## src/rtl/hazard_ctrl_unit.sv

```systemverilog
// Hazard/stall controller for the 5-stage cached MIPS pipeline: forwarding selects,
// load-use/branch stalls, cache-miss sequencing, branch-shadow flush and stall statistics.
module hazard_ctrl_unit #(
  parameter int REG_AW       = 5,
  parameter int MISS_PENALTY = 5,
  parameter int READY_MODE   = 0,
  parameter int BR_SHADOW    = 2,
  parameter int CNT_W        = 16
) (
  input  logic              CLK,
  input  logic              CLR,
  input  logic [REG_AW-1:0] RsD,
  input  logic [REG_AW-1:0] RtD,
  input  logic [REG_AW-1:0] RsE,
  input  logic [REG_AW-1:0] RtE,
  input  logic [REG_AW-1:0] WriteRegE,
  input  logic [REG_AW-1:0] WriteRegM,
  input  logic [REG_AW-1:0] WriteRegW,
  input  logic              RegWriteE,
  input  logic              RegWriteM,
  input  logic              RegWriteW,
  input  logic              MemtoRegE,
  input  logic              MemtoRegM,
  input  logic              MemWriteM,
  input  logic              BranchD,
  input  logic              PCSrcE,
  input  logic              hit,
  input  logic              mem_ready,
  output logic              StallF,
  output logic              StallD,
  output logic              StallE,
  output logic              StallM,
  output logic              FlushD,
  output logic              FlushE,
  output logic              FlushW,
  output logic [1:0]        ForwardAE,
  output logic [1:0]        ForwardBE,
  output logic              ForwardAD,
  output logic              ForwardBD,
  output logic              miss_busy,
  output logic [CNT_W-1:0]  stall_cycles
);

  // state  | meaning
  // IDLE   | no outstanding miss; M access evaluated against hit
  // MISS   | waiting on memory (penalty counter or mem_ready)
  // REFILL | one extra cycle for a load to capture refilled data

  localparam int MCW = (MISS_PENALTY > 1) ? $clog2(MISS_PENALTY) : 1;
  localparam int SCW = (BR_SHADOW > 1) ? $clog2(BR_SHADOW) : 1;
  localparam logic [MCW-1:0] MISS_LOAD   = MCW'(MISS_PENALTY - 1);
  localparam logic [SCW-1:0] SHADOW_LOAD = SCW'(BR_SHADOW - 1);

  typedef enum logic [1:0] {
    IDLE   = 2'd0,
    MISS   = 2'd1,
    REFILL = 2'd2
  } missState_t;

  missState_t     state;
  missState_t     stateNext;
  logic [MCW-1:0] missCnt;
  logic [SCW-1:0] shadowCnt;
  logic           isLoad;
  logic           missNow;
  logic           missExit;
  logic           missStall;
  logic           flushBr;
  logic           lwStall;
  logic           brStall;
  logic           dataStall;

  function automatic logic [1:0] fwdSel(input logic [REG_AW-1:0] src,
                                        input logic              wrM,
                                        input logic [REG_AW-1:0] dstM,
                                        input logic              wrW,
                                        input logic [REG_AW-1:0] dstW);
    logic [1:0] sel;
    sel = 2'b00;
    if (src != '0) begin
      if (wrM && (src == dstM))      sel = 2'b10;
      else if (wrW && (src == dstW)) sel = 2'b01;
    end
    return sel;
  endfunction

  assign ForwardAE = fwdSel(RsE, RegWriteM, WriteRegM, RegWriteW, WriteRegW);
  assign ForwardBE = fwdSel(RtE, RegWriteM, WriteRegM, RegWriteW, WriteRegW);
  assign ForwardAD = RegWriteM && (RsD != '0) && (RsD == WriteRegM);
  assign ForwardBD = RegWriteM && (RtD != '0) && (RtD == WriteRegM);

  assign lwStall = MemtoRegE && (RtE != '0) && ((RtE == RsD) || (RtE == RtD));
  assign brStall = BranchD &&
                   ((RegWriteE && (WriteRegE != '0) &&
                     ((WriteRegE == RsD) || (WriteRegE == RtD))) ||
                    (MemtoRegM && (WriteRegM != '0) &&
                     ((WriteRegM == RsD) || (WriteRegM == RtD))));
  assign dataStall = lwStall || brStall;

  assign missNow   = (state == IDLE) && (MemtoRegM || MemWriteM) && !hit;
  assign missStall = missNow || (state != IDLE);
  assign missExit  = (READY_MODE != 0) ? mem_ready : (missCnt == '0);
  assign flushBr   = (PCSrcE && !missStall) || (shadowCnt != '0);

  always_ff @(posedge CLK or negedge CLR) begin
    if (!CLR) state <= IDLE;
    else      state <= stateNext;
  end

  always_comb begin
    stateNext = state;
    case (state)
      IDLE:    if (missNow) stateNext = MISS;
      MISS:    if (missExit) stateNext = isLoad ? REFILL : IDLE;
      REFILL:  stateNext = IDLE;
      default: stateNext = IDLE;
    endcase
  end

  // Miss stall outranks the branch flush, which outranks ordinary data stalls.
  always_comb begin
    StallF    = 1'b0;
    StallD    = 1'b0;
    StallE    = 1'b0;
    StallM    = 1'b0;
    FlushD    = 1'b0;
    FlushE    = 1'b0;
    FlushW    = 1'b0;
    miss_busy = (state != IDLE);
    if (missStall) begin
      StallF = 1'b1;
      StallD = 1'b1;
      StallE = 1'b1;
      StallM = 1'b1;
      FlushW = 1'b1;
    end else if (flushBr) begin
      FlushD = 1'b1;
      FlushE = 1'b1;
    end else if (dataStall) begin
      StallF = 1'b1;
      StallD = 1'b1;
      FlushE = 1'b1;
    end
  end

  always_ff @(posedge CLK or negedge CLR) begin
    if (!CLR) begin
      missCnt <= '0;
      isLoad  <= 1'b0;
    end else if (missNow) begin
      missCnt <= MISS_LOAD;
      isLoad  <= MemtoRegM;
    end else if ((state == MISS) && (missCnt != '0)) begin
      missCnt <= missCnt - MCW'(1);
    end
  end

  // Shadow window is frozen while the pipeline is held by a miss.
  always_ff @(posedge CLK or negedge CLR) begin
    if (!CLR) begin
      shadowCnt <= '0;
    end else if (!missStall) begin
      if (PCSrcE)                shadowCnt <= SHADOW_LOAD;
      else if (shadowCnt != '0)  shadowCnt <= shadowCnt - SCW'(1);
    end
  end

  always_ff @(posedge CLK or negedge CLR) begin
    if (!CLR)                                  stall_cycles <= '0;
    else if (StallF && (stall_cycles != '1))   stall_cycles <= stall_cycles + CNT_W'(1);
  end

endmodule

```

## config.mk

```make
export PLATFORM = sky130hd
export DESIGN_NAME = hazard_ctrl_unit
export DESIGN_NICKNAME = d
export VERILOG_FILES = /design/src/rtl/hazard_ctrl_unit.sv
export SDC_FILE = /design/constraint.sdc
export NUM_CORES = 1
export LEC_CHECK = 0
export CORE_UTILIZATION = 28
export DETAILED_ROUTE_END_ITERATION = 6
export DONT_BUFFER_PORTS = 1
export MAX_ROUTING_LAYER = met4
export SYNTH_ARGS = -nofsm -noshare
export SYNTH_HDL_FRONTEND = slang
export SYNTH_SLANG_ARGS = --single-unit
```

## constraint.sdc

```tcl
create_clock -name CLK -period 3.8 [get_ports CLK]
set_clock_uncertainty 0.1 [all_clocks]
set_input_delay 0.57 -clock CLK [delete_from_list [all_inputs] [get_ports CLK]]
set_output_delay 0.57 -clock CLK [all_outputs]
set_load 0.03 [all_outputs]
```

==> impl_metrics.yaml <==
min_path:
  hp-start: "PCSrcE"
  min_to: "shadowCnt"
  holdPathStages: 2
  hold_class: "input port to flip-flop"
sta:
  final.setup.tns_ns: 0
  tightest_slew_ns: 1.06
  setup_viol: 0
  finalCritPeriodShare_pct: 70.2
  fin_hold_ws_ns: 0.309
  fin_ws_ns: 1.13
  slew_viol_final: 0
  fin_crit_ns: 2.67
  fmax_ghz: 0.375
  hold_violations: 0
  relSlewSlack_pct: 29.0
  rsz0062_at_grt: "false"
clocking:
  cts_buffers: 3
  cts_sinks: 23
  cts_hold_buf: 1
  cts_resized: 0
  cts_setup_buffers: 0
  cts-root-buf: "clkbuf_8"
  clockBufferDepth: 2
  clock_latency_ns: 0.27
  cts_tree: "done"
  path_clk_slew_ns: 0.09
  h-tree-depth: 1
grt:
  overflow: 0
  use_met2_pct: 23.0
  antenna_found_initial: 0
  top_usage_layer: "met2"
  grt_max_degree: 24
  gr-usage-met1_pct: 13.7
  grt_pass1_wl_mm: 7.15
  grt.total_usage_pct: 12.8
  grt_pass1_vias: 1510
  use_met3_pct: 4.28
finish:
  finalNetCount: 265
  finalNonFillerCells: 294
  final_cell_mix: "xor2_1, nor2_1, dfrtp_1"
  post-route-cell-area_sq_um: 2030
  final_layout_size_suffix_gt1_share_pct: 9.35
  fill_cells: 743
  layout_commonest_cell: "xor2_1"
  insertedDiodeCount: 0
  synthToLayoutAreaGrowth_pct: 4.11
  fin_util_pct: 30.0
drt:
  first_iter_violations: 34
  drt_pass1_iterations: 5
  vias: 1477
  ant_nets: 0
  via_per_inst: 5.02
  routed_wl_mm: 4.66
  avgRoutedWirePerCell_um: 15.8
  drc: 0
placement:
  dp_cells: 289
  port_buffers: 0
  dpl_cell_area_sq_um: 1970
  gp_congestion: 0.777
  detailedPlacementHpwl_mm: 3.79
  place_ws_ns: 1.09
die:
  dieArea_sq_um: 7290
  coreArea_sq_um: 6760
  fp.dieW_um: 85.4
  io-pin-count: 77
  die_h_um: 85.4
  rows: 30
  start_util_pct: 28.8
power:
  power_mw: 1.05
  leakagePower_nw: 0.802
  power.density_nw_per_um2: 519
  max-vdd-ir-drop_mv: 0.331
worst_setup_path:
  critPathArrivalTime_ns: 2.00
  crit_fanout: 3
  end_kind: "output pin"
  path_class: "input port to output pin"
  crit_required_ns: 3.13
  reg2reg_from: "stall_cycles[2]"
  reg2regPathDepth: 7
  r2r_end: "stall_cycles[1]"
  start_kind: "input port"
  r2r_slack_ns: 1.45
run_status:
  status: "finished clean"
yosys:
  syn_nets: 272
  avgSynthCellArea_sq_um: 8.77
  synth_cell_type_count: 40
  yosysWarnings: 0
  yosysSeqAreaShare_pct: 29.6
  syn_inst: 222
  yosys_register_bits: 23
  syn-cell-area_sq_um: 1950
flow_run:
  drv_cap: 0
-- cell type report --
cell class                 count  area (sq um)  share of cell area, %
timing repair buffer           4          32.5                   1.60
clock buffer                   3          41.3                   2.04
clock inverter                 1          7.51                  0.370
tap                           80           100                   4.94
sequential                    23           576                   28.4
inverter                       8          30.0                   1.48
multi-input combinational    175          1240                   61.2
-- logic make-up (layout without fill, tap and decap cells) --
logic type,Yosys count,after routing,share of synthesized area [%]
adders and majority gates,3,3,1.93
xor gates and xnor gates,64,64,28.8
buffers and inverters,24,16,6.75
and+or+nand+nor,87,87,24.2
muxes,4,4,2.51
AOI/OAI and AO/OA,17,17,6.23
DFF,23,23,29.6
-- how the worst max path moves through the flow --
stage                 start              end  slack, ns  cells past startpoint
2_1_floorplan  WriteRegM[3]     ForwardBE[0]       1.02                      5
3_3_place_gp            hit  stall_cycles[1]       1.10                      8
3_5_place_dp            hit  stall_cycles[1]       1.09                      8
4_1_cts        WriteRegM[2]           FlushE       1.12                      6
5_1_grt        WriteRegM[2]           FlushE       1.04                      6
6_report       WriteRegE[1]           StallD       1.13                      5
-- state kept, by name (all words and copies together) (netlist names) --
register / count
isLoad: 1
shadowCnt: 1
missCnt: 3
stall_cycles: 16
state: 2
-- per-layer routing --
| metal | vias up | share of wire [%] |
|---|---|---|
| met5 | - | 0 |
| met2 | 63 | 49 |
| met3 | 4 | 11 |
| met4 | 0 | 0.54 |
| met1 | 679 | 39 |
| li1 | 731 | - |
-- synth_stat cells --
| cell | count | area, sq um |
|---|---|---|
| o22ai_2 | 1 | 12.5 |
| xnor2_1 | 18 | 158 |
| clkbuf_1 | 4 | 15.0 |
| a211o_1 | 1 | 8.76 |
| and2_1 | 1 | 6.26 |
| inv_1 | 7 | 26.3 |
| mux2_1 | 1 | 11.3 |
| mux2_4 | 1 | 15.0 |
| o21ai_1 | 2 | 10.0 |
| a21oi_1 | 3 | 15.0 |
| nor4b_1 | 3 | 26.3 |
| nand2_1 | 11 | 41.3 |
| a21oi_2 | 2 | 17.5 |
| nor2_1 | 26 | 97.6 |
| nor3_1 | 12 | 60.1 |
| o211ai_1 | 1 | 7.51 |
| or4_4 | 1 | 11.3 |
| a22oi_1 | 2 | 15.0 |
| mux2_2 | 2 | 22.5 |
| and4b_1 | 1 | 10.0 |
| buf_6 | 3 | 33.8 |
| o21ai_0 | 3 | 15.0 |
| ha_1 | 3 | 37.5 |
| o211ai_2 | 1 | 12.5 |
| nor3_4 | 1 | 16.3 |
| xor2_1 | 46 | 403 |
| or3b_2 | 1 | 8.76 |
| nor4_2 | 2 | 25.0 |
| nand2b_1 | 1 | 6.26 |
| nand3_1 | 12 | 60.1 |
| and4_1 | 1 | 8.76 |
| or4_1 | 5 | 37.5 |
| buf_2 | 6 | 30.0 |
| inv_2 | 1 | 3.75 |
| nand4_1 | 5 | 31.3 |
| dfrtp_1 | 23 | 576 |
| o21bai_1 | 1 | 7.51 |
| nor4_1 | 3 | 18.8 |
| buf_4 | 3 | 22.5 |
| and3_1 | 1 | 6.26 |
-- worst max-delay path, stage by stage --
cell      delay (ns)
or4_1           0.51
o211ai_1        0.20
o22ai_2         0.15
o21ai_1         0.18
nand2_1         0.39
-- where the power goes --
part	switching [mW]	total [mW]	internal [mW]
Sequential	0.136	0.453	0.316
Combinational	0.278	0.445	0.167
Clock	0.0798	0.154	0.0741
Total	0.494	1.05	0.557
Power figures use the tool's default switching activity.
